`src/rtl/card_dealer.sv`:
```
// Write-side dealer: draws LFSR cards, rejects bad/duplicate ones,
// writes the hand. Optional CARD_INJECT_EN adds inj_valid/inj_card.
module card_dealer #(
  parameter int          HAND_SIZE    = 5,
  parameter logic [15:0] LFSR_SEED    = 16'hACE1,
  parameter int          FULL_TIMEOUT = 15
) (
  input  logic        clk,
  input  logic        rst_n,
  input  logic        start,
  input  logic        seed_load,
  input  logic [15:0] seed_in,
  input  logic        hand_full,
`ifdef CARD_INJECT_EN
  input  logic        inj_valid,
  input  logic [5:0]  inj_card,
`endif
  output logic        we,
  output logic [2:0]  waddr,
  output logic [5:0]  card_in,
  output logic        busy,
  output logic        done,
  output logic        error
);

  localparam int TW =
    (FULL_TIMEOUT > 1) ? $clog2(FULL_TIMEOUT) : 1;

  typedef enum logic [2:0] {
    IDLE,
    DRAW,
    CHECK,
    WRITE,
    WAIT_FULL,
    DONE,
    ERR
  } state_t;

  state_t        state;
  state_t        state_nx;
  logic [15:0]   lfsr;
  logic [15:0]   lfsr_nx;
  logic [5:0]    cand;
  logic [5:0]    cand_nx;
  logic [2:0]    count;
  logic [5:0]    dealt [HAND_SIZE];
  logic [TW-1:0] timer;
  logic          rank_ok;
  logic          dup;
  logic          accept;
  logic          last_wr;
  logic          tmo;

  // Galois right-shift LFSR step and candidate source
  always_comb begin
    lfsr_nx = {1'b0, lfsr[15:1]} ^ (lfsr[0] ? 16'hB400 : 16'h0000);
`ifdef CARD_INJECT_EN
    cand_nx = inj_valid ? inj_card : lfsr_nx[5:0];
`else
    cand_nx = lfsr_nx[5:0];
`endif
  end

  // Candidate acceptance: valid rank and not already in this hand
  always_comb begin
    rank_ok = (cand[3:0] >= 4'd2) && (cand[3:0] <= 4'd14);
    dup     = 1'b0;
    for (int i = 0; i < HAND_SIZE; i++) begin
      if ((3'(i) < count) && (dealt[i] == cand)) dup = 1'b1;
    end
    accept  = rank_ok && !dup;
    last_wr = (count + 3'd1) == 3'(HAND_SIZE);
    tmo     = timer == TW'(FULL_TIMEOUT - 1);
  end

  // State register
  always_ff @(posedge clk) begin
    if (!rst_n) state <= IDLE;
    else        state <= state_nx;
  end

  // Next-state logic
  always_comb begin
    state_nx = state;
    unique case (state)
      IDLE: begin
        if (seed_load)  state_nx = IDLE;
        else if (start) state_nx = hand_full ? ERR : DRAW;
      end
      DRAW:  state_nx = CHECK;
      CHECK: state_nx = accept ? WRITE : DRAW;
      WRITE: state_nx = last_wr ? WAIT_FULL : DRAW;
      WAIT_FULL: begin
        if (hand_full) state_nx = DONE;
        else if (tmo)  state_nx = ERR;
      end
      DONE:    state_nx = IDLE;
      ERR:     state_nx = IDLE;
      default: state_nx = IDLE;
    endcase
  end

  // Datapath: LFSR, candidate, hand memory, write bus, timer
  always_ff @(posedge clk) begin
    if (!rst_n) begin
      lfsr    <= LFSR_SEED;
      cand    <= '0;
      count   <= '0;
      timer   <= '0;
      waddr   <= '0;
      card_in <= '0;
      for (int i = 0; i < HAND_SIZE; i++) dealt[i] <= '0;
    end else begin
      case (state)
        IDLE: begin
          if (seed_load)
            lfsr <= (seed_in == 16'h0) ? LFSR_SEED : seed_in;
          else if (start && !hand_full)
            count <= '0;
        end
        DRAW: begin
          lfsr <= lfsr_nx;
          cand <= cand_nx;
        end
        CHECK: begin
          if (accept) begin
            waddr   <= count;
            card_in <= cand;
          end
        end
        WRITE: begin
          dealt[count] <= cand;
          count        <= count + 3'd1;
          timer        <= '0;
        end
        WAIT_FULL: timer <= timer + 1'b1;
        default: ;
      endcase
    end
  end

  // Outputs decoded from the registered state
  always_comb begin
    we    = state == WRITE;
    busy  = state != IDLE;
    done  = state == DONE;
    error = state == ERR;
  end

endmodule
```
`config.mk`:
```
export PLATFORM = sky130hd
export DESIGN_NAME = card_dealer
export DESIGN_NICKNAME = d
export VERILOG_FILES = /design/src/rtl/card_dealer.sv
export SDC_FILE = /design/constraint.sdc
export NUM_CORES = 1
export LEC_CHECK = 0
export CORE_UTILIZATION = 50
export CTS_CLUSTER_SIZE = 10
export DETAILED_ROUTE_END_ITERATION = 16
export PLACE_DENSITY = 0.79
export SLEW_MARGIN = 20
export SYNTH_ARGS = -nofsm -noshare
export SYNTH_HDL_FRONTEND = slang
export SYNTH_SLANG_ARGS = --single-unit
```
`constraint.sdc`:
```
create_clock -name clk -period 3.2 [get_ports clk]
set_input_delay 0.48 -clock clk [delete_from_list [all_inputs] [get_ports clk]]
set_output_delay 0.48 -clock clk [all_outputs]
set_load 0.02 [all_outputs]
```
; ---- Word level (Yosys, flattened, before mapping)
; Memory sizes are Yosys's and may differ from the RTL's.
; Cells that the tools add are included.
[op_classes]
n_mux = 28
magnitude_cmp = 7
n_eq_ne = 18
bitwise_logic = 1
n_addsub = 2
reduce_logical = 21
[op_table]
columns = cell, n
row1 = two-way mux 16 bit, 3
row2 = one-hot mux 16 bit (2 select lines), 1
row3 = == test 6 bit, 5
row4 = two-way mux 3 bit, 9
row5 = logical NOT 16 bit, 1
row6 = bitwise XOR 15 x 16 -> 16 bit, 1
row7 = one-hot mux 3 bit (5 select lines), 1
row8 = == test 3 bit (second input constant), 4
row9 = two-way mux 1 bit, 10
row10 = logical AND 1 bit, 8
row11 = one-hot mux 4 bit (2 select lines), 1
row12 = == test 3 x 2 -> 1 bit (second input constant), 2
row13 = < comparator 1 x 3 -> 1 bit (first input constant), 2
row14 = < comparator 2 x 3 -> 1 bit (first input constant), 2
row15 = two-way mux 6 bit, 1
row16 = inequality test 2 bit (second input constant), 3
row17 = inequality test 3 bit (second input constant), 2
row18 = one-hot mux 3 bit (2 select lines), 1
row19 = AND reduction 2 bit, 3
row20 = nonzero test 2 bit, 3
row21 = OR reduction 6 bit, 1
row22 = adder 4 x 1 -> 4 bit (second input constant), 1
row23 = == test 4 bit (second input constant), 1
row24 = greater-or-equal comparator 4 x 2 -> 1 bit (second input constant), 1
row25 = other kinds (9), 10
[totals]
register_bits = 41
n_memories = 1
output_inout_bits = 13
ram_bits = 30
wordCells = 85
in_bits = 21
[mem_list]
columns = memory, words, width, read_ports, rd_ports_with_merged_regs, write_ports, line
row1 = dealt, 5, 6, 5, 0, 5, 46  ; logic [5:0] dealt [HAND_SIZE];

; ---- Depth between registers and ports, before layout
; Gate-level depths: netlist of the first run.
[depth]
word_depth = 11
depth_mapped = 9
mapped_depth_nobuf = 7

; ---- Least setup slack after synthesis of the first run
; OpenSTA, ideal clock, no wires.
[synth_timing]
path_type = reg-to-reg
startpoint = register state[2]
endpoint = memory dealt[2][0] (enable)
synth_period_minus_slack_ps = 2066
stages_incl_launch_ff = 8
slack_ps = 1134
setup_ps = 377
required_time_ps = 2823
path_buffers = 1
arrival_ps = 1689
path_cell_list = dfxtp_1 > clkbuf_1 > nand3b_1 > inv_2 > nand2_1 > nor2_1 > nand2_1 > o21ai_0
[synth_lines]
columns = item, line
row1 = from (decl), 39  ; state_t state;
row2 = from (signal assigned), 79  ; else state <= state_nx;
row3 = to (decl), 46

; ---- Final worst setup path of the first run
[layout_timing]
startpoint = register state[2]
endpoint = output done
[layout_between]
elab_chain_cells = 1
[layout_lines]
columns = item, line
row1 = == test 3 bit, 146  ; done = state == DONE;
row2 = to (decl), 22  ; output logic done,
; No other way between the ends.

==> metrics, run 1 <==
unrepaired setup endpoints after global routing false; CTS Buffer Depth 2; vias in the first global route 2475; setup violators final 0; mean area per synthesized cell 9.42 µm²; Tmin final 2.67 ns; Synth Net Count 392; most frequent cell after synthesis nand2_1; synth cell count leaders nand2_1 (63), dfxtp_1 (41), and2_1 (34); Skew-Pair Late Insertion Delay 0.34 ns; Ys Warns 0; final net count 414; grt ovf 0; max_slew headroom 53.2%; final hold vios 0; pwr dens 511 mW/mm²; Post-synth top flop dfxtp_1; Arrival @ worst endpoint 2.19 ns; worst min path class reg2reg; Final Max Tran Viols 0; CORE AREA 0.00649 mm²; Pre-antenna DRT Iters 4; Yosys top cell by area edfxtp_1; die area 0.00725 mm²; worst slew pin tran 0.699 ns; Sink Count 71; dpl hpwl 4890 µm; Die Wd 85.2 µm; power after layout 2050 µW; Routed Antenna Nets 0; status completed; Post-synth EDFFs 30; sequential fraction of the synthesis area 49.8%; Async SR Flop Fraction 0%; layout cells sized above 1 5.08%; Overall Global Routing Usage 20.9%; antenna violations before repair 0; Synth top area share 26.1%; CTS tree done; Setup crit end kind primary output; Vias 2626; largest net degree at the start of global routing 28; Worst Path Max Fanout 13; Die H 85.2 µm; Rows 29; maximum vdd drop 0.000337 V; WL/cell 14.8 µm; Total Routed Length 6980 µm; Largest stage delay, worst path 0.60 ns; Vias per Instance 5.58; Critical Path RT 2.72 ns; pre-CTS setup slack 0.728 ns; GP Congestion 0.839; fillers 554; CP startpoint kind register; clock transition at the registers of the reported paths 0.07 ns; CP Cell Sequence nor2b_1, and2_1, clkdlybuf4s50_1; distinct cell type count after synthesis 45; MaxCap Viol Count 0; Final WS setup 0.528 ns; Mapped Area 0.00346 mm²; highest clock rate 374 MHz; hold_buf cts 0; CP max-delay cell clkdlybuf4s50_1; area grow syn2layout 16.3%; Area contributors post-synth edfxtp_1 (26%), dfxtp_1 (24%), nand2_1 (6.8%); Reg2Reg Depth 7; Leakage 0.00145 µW; worst clock skew 0.00856 ns; crit path kind reg2out; IO Count 34; DRC viols 0; Initial Util 53.2%; hold depth 2; ant diodes 0; Num CTS Buffers 9; port bufs 33; setup TNS 0 ns; post-cts gate resize count 0; cells after synthesis 367; flops & latches, synth 71; DR iter-0 viols 160; CTS H-tree lvls 3; first-pass GRT wire length 11700 µm; fin crit share 83.5%; postcts setup bufs 0; Root Driver clkbuf_8
## cell type report
type                    instances  area, µm²  share of cell area [%]
clock inverters                 5       73.8                    1.84
multi-input cells             261       1600                    39.8
clock buffers                  11        131                    3.27
flip-flops and latches         71       1720                    42.8
repair buffers                 38        368                    9.15
inverters                       8       30.0                   0.747
well taps                      77       96.3                    2.40
## power breakdown
part           leakage (µW)  switching [µW]  internal (µW)  total (µW)
Clock              0.000105             316            434         750
Combinational      0.000697             134            114         247
Sequential         0.000644            60.5            995        1060
## per-stage QoR
stage	instance area, µm²	std cells	hold slack, ns	utilization [%]
2_1_floorplan	3460	367	0.437	-
3_3_place_gp	3810	455	0.442	58.7
3_5_place_dp	3810	455	0.448	58.7
4_1_cts	4020	471	0.459	61.9
5_1_grt	4020	471	0.481	61.9
6_report	4020	471	0.457	61.9
## worst max-delay path, delay by kind of cell (launching register included)
family	cells	cell delay [ns]
simple gates	2	0.71
buf+inv	1	0.60
flops	1	0.53
## path summary, 6_finish.rpt
path | slack [ns] | from | to
worst max-delay path | 0.53 | state[2] | done
worst max register to register | 0.86 | cand[1] | card_in[1]
worst min register to register | 0.46 | waddr[0] | waddr[0]
worst min-delay path | 0.46 | waddr[0] | waddr[0]
## cell usage in the layout, fill, tap and decap left out, types with 3 or more instances in the layout
cell type / count
o21ai_0: 8
and2_1: 34
edfxtp_1: 30
nand3_1: 3
or3_1: 4
clkbuf_8: 9
a22oi_1: 3
xnor2_1: 20
a21oi_1: 18
nand2b_1: 3
a31oi_1: 6
dfxtp_1: 41
o211ai_1: 3
nor3_1: 4
o221ai_1: 4
nand2_1: 63
mux2i_1: 10
nand3b_1: 4
ha_1: 4
clkdlybuf4s50_1: 33
nor4_1: 10
o21ai_1: 4
buf_4: 5
xor2_1: 14
nor2_1: 15
nand4_1: 7
inv_1: 6
## sequential cells by signal, indices dropped and copies added, names as in the netlist
signal	cells
cand	6
card_in	6
count	3
dealt	30
lfsr	16
state	3
timer	4
waddr	3
## metal layers
layer	track usage, %	vias up	wire [µm]
li1	-	1328	-
met5	0	-	0
met4	5.70	0	72
met3	6.03	8	243
met1	26.6	1241	3280
met2	35.0	49	3390
## kinds of logic (layout without fill, tap and decap cells)
group                    after synthesis  after routing  share of synthesized area (%)
multiplexers                          10             10                           2.90
flip-flops                            71             71                           49.8
buffers and inverters                 35             62                           4.16
adder cells (fa/ha/maj)                4              4                           1.45
AO/OA/AOI/OAI                         60             60                           10.9
XOR/XNOR                              34             34                           8.61
AND/OR/NAND/NOR                      153            153                           22.1
(Power assumes the default switching activity.)
==> run 2: changes to the inputs <==
clock period = 2.5 ns   (was 3.2 ns; I/O delays follow)
==> run 2 against run 1 <==
Net effect:
- combinational power rose by 45%
- setup slack got worse by 0.27 ns
- via count rose by 2.7%
- power rose by 23%
- sequential share of layout area fell by 0.60 points
- cell count rose by 2.3%
- utilization rose by 0.89 points
- clock skew fell by 0.0018 ns
- non-clock buffer count rose by 11
- routed wire length rose by 4.0%
- sequential power rose by 25%
- clock power rose by 10%
==> metrics, run 2 (synthesized netlist as in run 1, its figures left out) <==
Net Sw Frac 26.2%; design area 0.00408 mm²; CTS tree done; Rows 29; CP max-delay cell clkdlybuf4s50_1; wire length on met2 3620 µm; status completed; maximum vdd drop 0.000372 V; post-cts gate resize count 0; largest registers dealt x30, lfsr x16; dpl hpwl 5250 µm; hold_buf cts 0; pwr dens 617 mW/mm²; Root Driver clkbuf_8; area grow syn2layout 17.9%; Initial Util 53.2%; setup violators final 0; unrepaired setup endpoints after global routing false; Total Routed Length 7260 µm; met3 wire length 358 µm; WL/cell 15.1 µm; largest net degree at the start of global routing 36; ant diodes 0; CTS H-tree lvls 3; Skew-Pair Late Insertion Delay 0.34 ns; max reg flops 30; Setup crit end kind primary output; DRC viols 0; Die Wd 85.2 µm; hold slack 0.458 ns; antenna violations before repair 0; DR iter-0 viols 143; Tmin final 2.24 ns; worst slew pin tran 0.713 ns; grt ovf 0; highest clock rate 446 MHz; sw power 659 µW; GP Congestion 0.827; Routed Antenna Nets 0; die area 0.00725 mm²; Leakage 0.00149 µW; Die H 85.2 µm; CP Cell Sequence nand3b_1, inv_2, clkdlybuf4s50_1; fin crit share 89.7%; worst min path class reg2reg; share of power burned in the clock network 32.9%; max_slew headroom 52.3%; Num CTS Buffers 9; crit path kind reg2out; CP bufs+invs 2; Pre-antenna DRT Iters 5; final net count 425; Comb power frac 14.3%; port bufs 33; Vias 2697; Top Metal Used met4; Largest stage delay, worst path 0.62 ns; first-pass GRT wire length 12200 µm; CORE AREA 0.00649 mm²; CTS Buffer Depth 2; MaxCap Viol Count 0; clock transition at the registers of the reported paths 0.07 ns; share of power burned in registers 52.8%; Sink Count 71; power after layout 2520 µW; Int Pwr 1860 µW; IO Count 34; Arrival @ worst endpoint 1.87 ns; vias in the first global route 2638; final hold vios 0; CP delay by family, top buffers and inverters; CP startpoint kind register; Largest Register dealt; layout cells sized above 1 8.15%; postcts setup bufs 0; Critical Path RT 2.12 ns; Worst Path Max Fanout 10; Overall Global Routing Usage 22.0%; Vias per Instance 5.60; worst clock skew 0.00674 ns; setup TNS 0 ns; leading cell type in the layout, fill and taps excluded nand2_1; Final Max Tran Viols 0; DP Area 0.00390 mm²; most frequent cells in the layout nand2_1 (63), dfxtp_1 (41), and2_1 (34); DRT met1 WL 3220 µm
## run 2: cell types whose count changed in the layout (fill, tap and decap cells not counted), sizes merged
cell      before  now
clkinv         4    3
clkinvlp       0    1
bufinv         2    0
clkbuf        11   13
buf            5   16
## run 2: stage by stage
stage | util [%] | cells | worst slack, ns
3_5_place_dp | 60.0 | 466 | 0.392
4_1_cts | 62.8 | 482 | 0.249
6_report | 62.8 | 482 | 0.256
5_1_grt | 62.8 | 482 | 0.124
2_1_floorplan | - | 367 | 0.434
3_3_place_gp | 60.0 | 466 | 0.331
## run 2: tightest hold or removal path, stage by stage, from the launching register on
cell and delay [ns]:
dfxtp_1 0.31, nand2_1 0.05, mux2i_1 0.05
## run 2: final timing paths
kind	cells after the start	from	to	slack [ns]
setup reg to reg	6	state[1]	dealt[0][5]	0.38
hold / removal	2	card_in[1]	card_in[1]	0.46
setup / recovery	3	state[1]	we	0.26
hold reg to reg	2	card_in[1]	card_in[1]	0.46
## run 2: routing by layer
layer	up-vias	GRT usage [%]
li1	1342	-
met1	1277	26.8
met2	72	38.4
met3	6	4.77
met4	0	8.17
met5	-	0
## run 2: final cells by class
cell class / count / area (µm²)
Timing Repair Buffer: 49 / 450
Fill cell: 539 / 2420
Sequential cell: 71 / 1720
Inverter: 8 / 30.0
Clock buffer: 13 / 163
Multi-Input combinational cell: 261 / 1600
Tap cell: 77 / 96.3
Clock inverter: 3 / 17.5
## run 2: power by group through the flow
stage          registers, µW  clock network, µW  logic [µW]
2_1_floorplan           1330                  0         258
3_3_place_gp            1350                  0         351
3_5_place_dp            1350                  0         360
4_1_cts                 1330                847         361
5_1_grt                 1330                896         400
6_report                1330                828         359
